===== src/rtl/hamming_spi_pkg.sv =====
// Shared constants and FSM state type for the Hamming codeword SPI transmitter.
package hamming_spi_pkg;

   localparam int              CW_W      = 12;
   localparam logic [CW_W-1:0] IDLE_WORD = 12'h000;
   localparam int              BITCNT_W  = $clog2(CW_W + 2);

   typedef enum logic [1:0] {IDLE, LOAD, SHIFT, DONE} state_t;

endpackage


===== src/rtl/spi_edge_sync.sv =====
// Multi-flop synchroniser for an asynchronous SPI pin with one-cycle rise/fall pulses.
module spi_edge_sync #(
   parameter int   SYNC_STAGES = 2,
   parameter logic IDLE_VAL    = 1'b0
) (
   input  logic clk,
   input  logic rst,
   input  logic din,
   output logic rise,
   output logic fall
);

   logic [SYNC_STAGES-1:0] sync_q;
   logic                   prev_q;

   always_ff @(posedge clk) begin
      if (rst) begin
         sync_q <= {SYNC_STAGES{IDLE_VAL}};
         prev_q <= IDLE_VAL;
      end else begin
         sync_q <= {sync_q[SYNC_STAGES-2:0], din};
         prev_q <= sync_q[SYNC_STAGES-1];
      end
   end

   assign rise = sync_q[SYNC_STAGES-1] & ~prev_q;
   assign fall = ~sync_q[SYNC_STAGES-1] & prev_q;

endmodule


===== src/rtl/hamming_frame_spi_tx.sv =====
// Serialises one pending Hamming codeword per SPI frame (mode 0, MSB first) over miso.
// Build option: HAMMING_TX_PARITY_TRAILER_EN appends an even-parity bit after the LSB.
module hamming_frame_spi_tx #(
   parameter int              CW_W        = hamming_spi_pkg::CW_W,
   parameter int              SYNC_STAGES = 2,
   parameter logic [CW_W-1:0] IDLE_WORD   = hamming_spi_pkg::IDLE_WORD
) (
   input  logic            clk,
   input  logic            rst,
   input  logic            EN,
   input  logic [CW_W-1:0] code_in,
   input  logic            code_vld,
   input  logic            flag_clr,
   input  logic            sclk,
   input  logic            cs_n,
   output logic            miso,
   output logic            tx_busy,
   output logic            frame_done,
   output logic            ovf,
   output logic            udf
);
   import hamming_spi_pkg::*;

`ifdef HAMMING_TX_PARITY_TRAILER_EN
   localparam int FRAME_BITS = CW_W + 1;
`else
   localparam int FRAME_BITS = CW_W;
`endif
   localparam int CNT_W = $clog2(CW_W + 2);

   state_t                state, state_nxt;
   logic [CW_W-1:0]       hold_q;
   logic                  hold_full;
   logic [FRAME_BITS-1:0] shreg;
   logic [CNT_W-1:0]      bit_cnt;
   logic                  vld_q;
   logic                  sclk_rise, sclk_fall, cs_rise, cs_fall;
   logic                  cap, load, last_rise;
   logic [CW_W-1:0]       src_word;
   logic [FRAME_BITS-1:0] load_word;

   spi_edge_sync #(.SYNC_STAGES(SYNC_STAGES), .IDLE_VAL(1'b0)) u_sclk_sync (
      .clk(clk), .rst(rst), .din(sclk), .rise(sclk_rise), .fall(sclk_fall));

   spi_edge_sync #(.SYNC_STAGES(SYNC_STAGES), .IDLE_VAL(1'b1)) u_cs_sync (
      .clk(clk), .rst(rst), .din(cs_n), .rise(cs_rise), .fall(cs_fall));

   assign cap       = EN & code_vld & ~vld_q;
   assign load      = (state == LOAD);
   assign last_rise = (state == SHIFT) && sclk_rise && (bit_cnt == CNT_W'(FRAME_BITS - 1));
   assign src_word  = hold_full ? hold_q : IDLE_WORD;

`ifdef HAMMING_TX_PARITY_TRAILER_EN
   assign load_word = {src_word, ^src_word};
`else
   assign load_word = src_word;
`endif

   always_comb begin
      state_nxt = state;
      case (state)
         IDLE:    if (cs_fall) state_nxt = LOAD;
         LOAD:    state_nxt = SHIFT;
         SHIFT:   if (last_rise) state_nxt = DONE;
         DONE:    state_nxt = DONE;
         default: state_nxt = IDLE;
      endcase
      // cs_n deassertion ends the frame from any state; before DONE this is an abort
      if (cs_rise) state_nxt = IDLE;
   end

   always_ff @(posedge clk) begin
      if (rst) begin
         state      <= IDLE;
         vld_q      <= 1'b0;
         hold_q     <= '0;
         hold_full  <= 1'b0;
         shreg      <= '0;
         bit_cnt    <= '0;
         frame_done <= 1'b0;
         ovf        <= 1'b0;
         udf        <= 1'b0;
      end else begin
         state      <= state_nxt;
         vld_q      <= code_vld;
         frame_done <= (state == SHIFT) && (state_nxt == DONE);
         if (cap) hold_q <= code_in;
         // A capture coinciding with LOAD refills the hold after the old word moves out
         hold_full  <= cap | (hold_full & ~load);
         ovf        <= (cap & hold_full & ~load) | (ovf & ~flag_clr);
         udf        <= (load & ~hold_full) | (udf & ~flag_clr);
         if (load) begin
            shreg   <= load_word;
            bit_cnt <= '0;
         end else if (state == SHIFT || state == DONE) begin
            if (sclk_rise && state == SHIFT) bit_cnt <= bit_cnt + 1'b1;
            if (sclk_fall) shreg <= {shreg[FRAME_BITS-2:0], 1'b0};
         end
      end
   end

   assign tx_busy = (state != IDLE);
   assign miso    = (state == SHIFT || state == DONE) ? shreg[FRAME_BITS-1] : 1'b0;

endmodule


===== config.mk =====
export PLATFORM = sky130hd
export DESIGN_NAME = hamming_frame_spi_tx
export DESIGN_NICKNAME = d
export VERILOG_FILES = /design/src/rtl/hamming_spi_pkg.sv /design/src/rtl/spi_edge_sync.sv /design/src/rtl/hamming_frame_spi_tx.sv
export SDC_FILE = /design/constraint.sdc
export NUM_CORES = 1
export LEC_CHECK = 0
export ABC_CLOCK_PERIOD_IN_PS = 1850
export CORE_MARGIN = 2
export CORE_UTILIZATION = 45
export DETAILED_ROUTE_END_ITERATION = 10
export MAX_ROUTING_LAYER = met4
export PLACE_DENSITY = 0.7
export RECOVER_POWER = 25
export SLEW_MARGIN = 10
export SYNTH_ARGS = -nofsm -noshare
export SYNTH_HDL_FRONTEND = slang
export SYNTH_SLANG_ARGS = --single-unit
export TNS_END_PERCENT = 10

===== constraint.sdc =====
create_clock -name clk -period 1.85 [get_ports clk]
set_clock_uncertainty 0.15 [all_clocks]
set_input_delay 0.185 -clock clk [delete_from_list [all_inputs] [get_ports clk]]
set_output_delay 0.185 -clock clk [all_outputs]
set_load 0.05 [all_outputs]

==> impl_metrics.ini, run 1 <==
[power]
pwr-share-comb_pct = 10.8
p_int_mw = 1.27
p_total_mw = 1.70
sw_frac_of_total_pct = 24.8
leakagePower_nw = 0.728
power.density_mw_per_mm2 = 825
seqPwrFrac_pct = 56.0
ir_drop_uv = 463
clkPwrFrac_pct = 33.1
p_sw_mw = 0.421

[critical_path]
cp_slowest_stage_delay_ps = 810
reg2regPathDepth = 4
critPathKind = flop to output port
cp_max_fo = 2
r2r_start = state[1]
r2r_setup_slack_ps = 240
critPathTopFamily = buffers and inverters
path_cells = clkdlybuf4s50_1
cp_num_buf_inv = 1
worstPathArrival_ps = 1450
crit_path_start_kind = flop
cp.required_ps = 1510
worstSetupEndpointType = output port
reg2reg_to = shreg[1]
slowest_stage = clkdlybuf4s50_1

[route]
dr.pass1.iters = 4
wire_per_inst_um = 12.5
wl_mm = 3.20
route.detailed.drc = 0
post_drt_via_cell_ratio = 5.18
via_count = 1321
postRouteAntennaNets = 0
drtIter0Drc = 59

[sta]
hold_ws_ps = 262
finalSetupViolations = 0
hold_viol = 0
slew_headroom_pct = 61.9
tightest_slew_ps = 572
fin_tns_setup_ps = 0
layout_setup_ws_ps = 65.5
max_freq_mhz = 560
slew_violations = 0
rsz0062_at_grt = no
finalCritPeriodShare_pct = 96.5
layout_min_cycle_time_ps = 1780

[clock_network]
cts_max_path_buffers = 2
cts_made_buffers = 5
cts_tree = yes
htreeDepth = 2
clk_latency_ps = 290
cts.hold.buffers_added = 0
root_buffer = clkbuf_8
cts_repair_resize_count = 0
post_cts_buffers = 0
clock-sinks = 41
cts.clk_slew.worst_paths_ps = 70

[global_route]
use_met3_pct = 6.13
grt_max_degree = 25
antenna_found_initial = 0
grt_use_met2_pct = 28.1
grt_pass1_vias = 1274
met1_usage_pct = 18.6
grt_usage_pct = 16.7
grt_most_used_layer = met2
grt_pass1_wl_mm = 5.45
gr-total-overflow = 0

[worst_hold_path]
hold_path.class = flop to flop
hold-path-cell-count = 1
hold_end = u_cs_sync.sync_q[1]
min_from = u_cs_sync.sync_q[0]

[synthesis]
yosysWarningCount = 0
ys_seq_elements = 41
synth_top_area_share_pct = 47.3
ys.flop_type = dfxtp_1
yosys.cell_count.top_type = dfxtp_1
yosysUniqueCellTypes = 33
synth_enable_flop_cells = 0
ys_seq_area_share_pct = 47.3
synth_top_cell_by_area = dfxtp_1
synth_nets = 206
synthTopCellsByCount = dfxtp_1, nand2_1, a21oi_1
async_flop_share_pct = 0
synthTopCellsByArea = dfxtp_1, a21oi_1, nand2_1
syn_area_mm2 = 0.00174
syn_area_per_cell_um2 = 9.34
synthCells = 186

[placement]
dpl_worst_slack_ps = 245
hpwlAfterDp_mm = 2.31
gp_congestion = 0.770
dp.cells = 247
io_buffers = 23

[floorplanning]
die_h_um = 66.1
die-area_mm2 = 0.00437
start_util_pct = 47.1
io_pins = 24
fp.dieW_um = 66.1
coreArea_mm2 = 0.00369
row_count = 22

[finish]
multi_input_area_um2 = 803
antenna-diode-count = 0
area_delta_synth_final_pct = 18.4
drive_gt1_share_pct = 19.8
nFillCells = 346
nets = 226
instances_no_fill = 255
seqCellArea_um2 = 821

[job]
cap_violations = 0

[outcome]
status = finished, final reports clean
state kept, by name, summed over array words and instances, names as in the netlist, 2 cells and up:
| name | cells |
|---|---|
| bit_cnt | 4 |
| hold_q | 12 |
| shreg | 12 |
| state | 2 |
| u_cs_sync.sync_q | 2 |
| u_sclk_sync.sync_q | 2 |
metrics by stage:
step	util [%]	instance area, um2
detailed placement	53.9	1990
global placement	53.9	1990
global route	55.7	2060
finish	55.7	2060
floorplan	-	1740
CTS	56.1	2070
logic make-up (layout without fill, tap and decap cells):
group	after synthesis	after routing	synth area share (%)
flip-flops	41	41	47.3
AND/OR/NAND/NOR	69	69	21.0
adder cells (fa/ha/maj)	1	1	0.720
AO/OA/AOI/OAI	57	57	24.1
XOR/XNOR	1	1	0.504
buffers and inverters	17	38	6.48
worst max path at each step:
stage,slack [ps],start,to,cells past startpoint
6_report,70,ovf,ovf,1
5_1_grt,40,ovf,ovf,1
4_1_cts,60,ovf,ovf,1
3_5_place_dp,250,code_vld,ovf,4
3_3_place_gp,290,code_vld,ovf,4
2_1_floorplan,540,state[1],ovf,6
layout make-up:
| class | instances | share of cell area (%) |
|---|---|---|
| repair buffers | 27 | 13.5 |
| well taps | 48 | 2.92 |
| inverters | 3 | 0.548 |
| multi-input cells | 128 | 39.1 |
| flip-flops and latches | 41 | 39.9 |
| clock inverters | 2 | 0.487 |
| clock buffers | 6 | 3.53 |
per-layer routing:
metal  vias up  share of wire (%)
li1        671                  -
met3         5                4.5
met1       616                 45
met2        29                 49
met5         -                  0
met4         0               0.91
power groups by stage:
stage | clock (mW) | combinational [mW] | sequential (mW)
6_report | 0.562 | 0.184 | 0.950
5_1_grt | 0.622 | 0.203 | 0.954
4_1_cts | 0.574 | 0.191 | 0.949
3_5_place_dp | 0 | 0.190 | 0.970
3_3_place_gp | 0 | 0.184 | 0.968
2_1_floorplan | 0 | 0.131 | 0.962
cells in the final DEF (no fill, tap or decap):
| cell type | n |
|---|---|
| inv_1 | 3 |
| nand3_1 | 3 |
| a21oi_2 | 10 |
| clkdlybuf4s50_1 | 19 |
| nor3_1 | 1 |
| nand2_1 | 37 |
| clkbuf_1 | 1 |
| o21ai_0 | 2 |
| dfxtp_1 | 41 |
| a211oi_2 | 11 |
| or3_1 | 2 |
| nand4bb_4 | 1 |
| nor2_1 | 4 |
| ha_1 | 1 |
| nand3b_1 | 2 |
| xnor2_1 | 1 |
| nor2b_1 | 7 |
| or2_2 | 4 |
| and2b_4 | 1 |
| dlygate4sd3_1 | 2 |
| a21o_1 | 1 |
| a211oi_1 | 1 |
| clkinv_2 | 2 |
| a32oi_1 | 1 |
| nand2b_1 | 2 |
| buf_4 | 3 |
| and4bb_1 | 1 |
| nand4_1 | 1 |
| and2_2 | 1 |
| a21oi_1 | 30 |
| and3b_1 | 2 |
| clkbuf_2 | 1 |
| clkbuf_8 | 5 |
| o2bb2ai_1 | 1 |
| buf_12 | 2 |
(Power assumes the default switching activity.)
==> run 2, diff against run 1 <==
--- a/config.mk
+++ b/config.mk
@@ -5,13 +5,14 @@
 export SDC_FILE = /design/constraint.sdc
 export NUM_CORES = 1
 export LEC_CHECK = 0
-export ABC_CLOCK_PERIOD_IN_PS = 1850
+export ABC_CLOCK_PERIOD_IN_PS = 1480
 export CORE_MARGIN = 2
 export CORE_UTILIZATION = 45
 export DETAILED_ROUTE_END_ITERATION = 10
 export MAX_ROUTING_LAYER = met4
-export PLACE_DENSITY = 0.7
+export PLACE_DENSITY = 0.73
 export RECOVER_POWER = 25
+export REMOVE_ABC_BUFFERS = 1
 export SLEW_MARGIN = 10
 export SYNTH_ARGS = -nofsm -noshare
 export SYNTH_HDL_FRONTEND = slang
==> constraint.sdc (replaced) <==
create_clock -name clk -period 1.48 [get_ports clk]
set_clock_uncertainty 0.15 [all_clocks]
set_input_delay 0.148 -clock clk [delete_from_list [all_inputs] [get_ports clk]]
set_output_delay 0.148 -clock clk [all_outputs]
set_load 0.05 [all_outputs]
==> run 2 against run 1 <==
Compared with the run above: design area is 5.7% higher; global-route usage down 0.97 points; sequential share of layout area fell by 1.9 points; total power grew 39%; critical path depth rose by 3.
==> impl_metrics.ini, run 2 (synthesis results as in run 1) <==
[global_route]
gr-total-overflow = 0
antenna_found_initial = 0
grt_usage_pct = 15.7
grt_max_degree = 23
grt_pass1_wl_mm = 5.11
grt_pass1_vias = 1191

[route]
wire_per_inst_um = 11.6
postRouteAntennaNets = 0
drtIter0Drc = 51
wl_mm = 3.04
dr.pass1.iters = 4
via_count = 1328
route.detailed.drc = 0
post_drt_via_cell_ratio = 5.09

[critical_path]
path_cells = clkdlybuf4s50_1, clkbuf_2, clkbuf_2, nor2b_1
worstSetupEndpointType = flop
crit_top_cell = clkbuf_2
cp_slowest_stage_delay_ps = 450
crit_path_start_kind = input port
slowest_stage = clkdlybuf4s50_1
critPathKind = input port to flop
cp.required_ps = 1510
worstPathArrival_ps = 1410
cp_max_fo = 22

[clock_network]
cts.clk_slew.worst_paths_ps = 80
cts_tree = yes
cts_max_path_buffers = 2
root_buffer = clkbuf_8
cts_made_buffers = 5
htreeDepth = 2
clk_latency_ps = 290
clock-sinks = 41

[sta]
max_freq_mhz = 727
tightest_slew_ps = 505
layout_setup_ws_ps = 104
hold_viol = 0
rsz0062_at_grt = no
finalSetupViolations = 0
layout_min_cycle_time_ps = 1380
fin_tns_setup_ps = 0
slew_headroom_pct = 66.3
finalCritPeriodShare_pct = 93.0
slew_violations = 0

[floorplanning]
die_h_um = 66.1
die-area_mm2 = 0.00437
row_count = 22
fp.dieW_um = 66.1
coreArea_mm2 = 0.00369
io_pins = 24
start_util_pct = 47.1

[power]
p_total_mw = 2.36
power.density_mw_per_mm2 = 1080
ir_drop_uv = 725
leakagePower_nw = 0.799

[placement]
dpl_worst_slack_ps = 23.9
placed_cell_area_mm2 = 0.00209
hpwlAfterDp_mm = 2.03
io_buffers = 23
gp_congestion = 0.685

[finish]
largestRegisters = hold_q (12), shreg (12), bit_cnt (4)
finalInstanceArea_mm2 = 0.00217
mostFrequentLayoutCells = dfxtp_1, nand2_1, a21oi_1
area_delta_synth_final_pct = 25.1
final_common_cell = dfxtp_1
nets = 232
drive_gt1_share_pct = 24.4
antenna-diode-count = 0

[job]
cap_violations = 0

[outcome]
status = finished, final reports clean

[worst_hold_path]
hold_path.class = input port to flop
==> run 2: cell count changes in the layout (fill, tap and decap cells not counted), sizes merged <==
cell | before | now
clkinv | 2 | 0
dlymetal6s2s | 0 | 1
clkinvlp | 0 | 1
buf | 5 | 10
bufinv | 0 | 1
dlygate4sd3 | 2 | 0
clkbuf | 7 | 10
clkdlybuf4s50 | 19 | 18
==> run 2: worst max-delay path, delay by kind of cell <==
family        cells  cell delay (ps)
simple gates      1               80
buf+inv           3             1180
==> run 2: cell type report <==
cell class,instances,area (um2)
clock buffer,6,82.6
clock inverter,2,37.5
fill,345,1520
inverter,3,11.3
multi-input combinational,128,806
sequential,41,826
tap,48,60.1
timing repair buffer,33,350
==> run 2: metrics by stage <==
| stage | util, % | hold slack (ps) | cells |
|---|---|---|---|
| 2_1_floorplan | - | 62.6 | 172 |
| 3_3_place_gp | 56.6 | 241 | 253 |
| 3_5_place_dp | 56.6 | 247 | 253 |
| 4_1_cts | 59.9 | 241 | 261 |
| 5_1_grt | 58.9 | 247 | 261 |
| 6_report | 58.9 | 249 | 261 |
==> run 2: path summary, 6_finish.rpt <==
| check | startpoint | endpoint | slack, ps | cells after the start |
|---|---|---|---|---|
| worst max register to register | u_sclk_sync.sync_q[1] | shreg[7] | 180 | 4 |
| worst min-delay path | code_in[8] | hold_q[8] | 250 | 3 |
| worst min register to register | u_cs_sync.sync_q[0] | u_cs_sync.sync_q[1] | 260 | 1 |
| worst max-delay path | rst | vld_q | 100 | 4 |
==> run 2: timing repair <==
item | CTS | global route
buffers inserted | 0 | 0
resized for setup | 1 | 3
hold buffers | 0 | 0
setup endpoints to repair | 1 | 1
==> run 2: power by group <==
part,switching (mW),internal (mW),leakage [nW]
clock,0.378,0.548,0.0574
combinational,0.122,0.130,0.406
sequential,0.0310,1.15,0.335
total,0.530,1.83,0.799
==> run 2: per-layer routing <==
| metal | track usage, % | vias up | routed length, um |
|---|---|---|---|
| met3 | 6.47 | 2 | 113 |
| met1 | 19.4 | 613 | 1480 |
| met2 | 24.0 | 25 | 1430 |
| li1 | - | 688 | - |
| met4 | 3.83 | 0 | 19 |
| met5 | - | - | 0 |
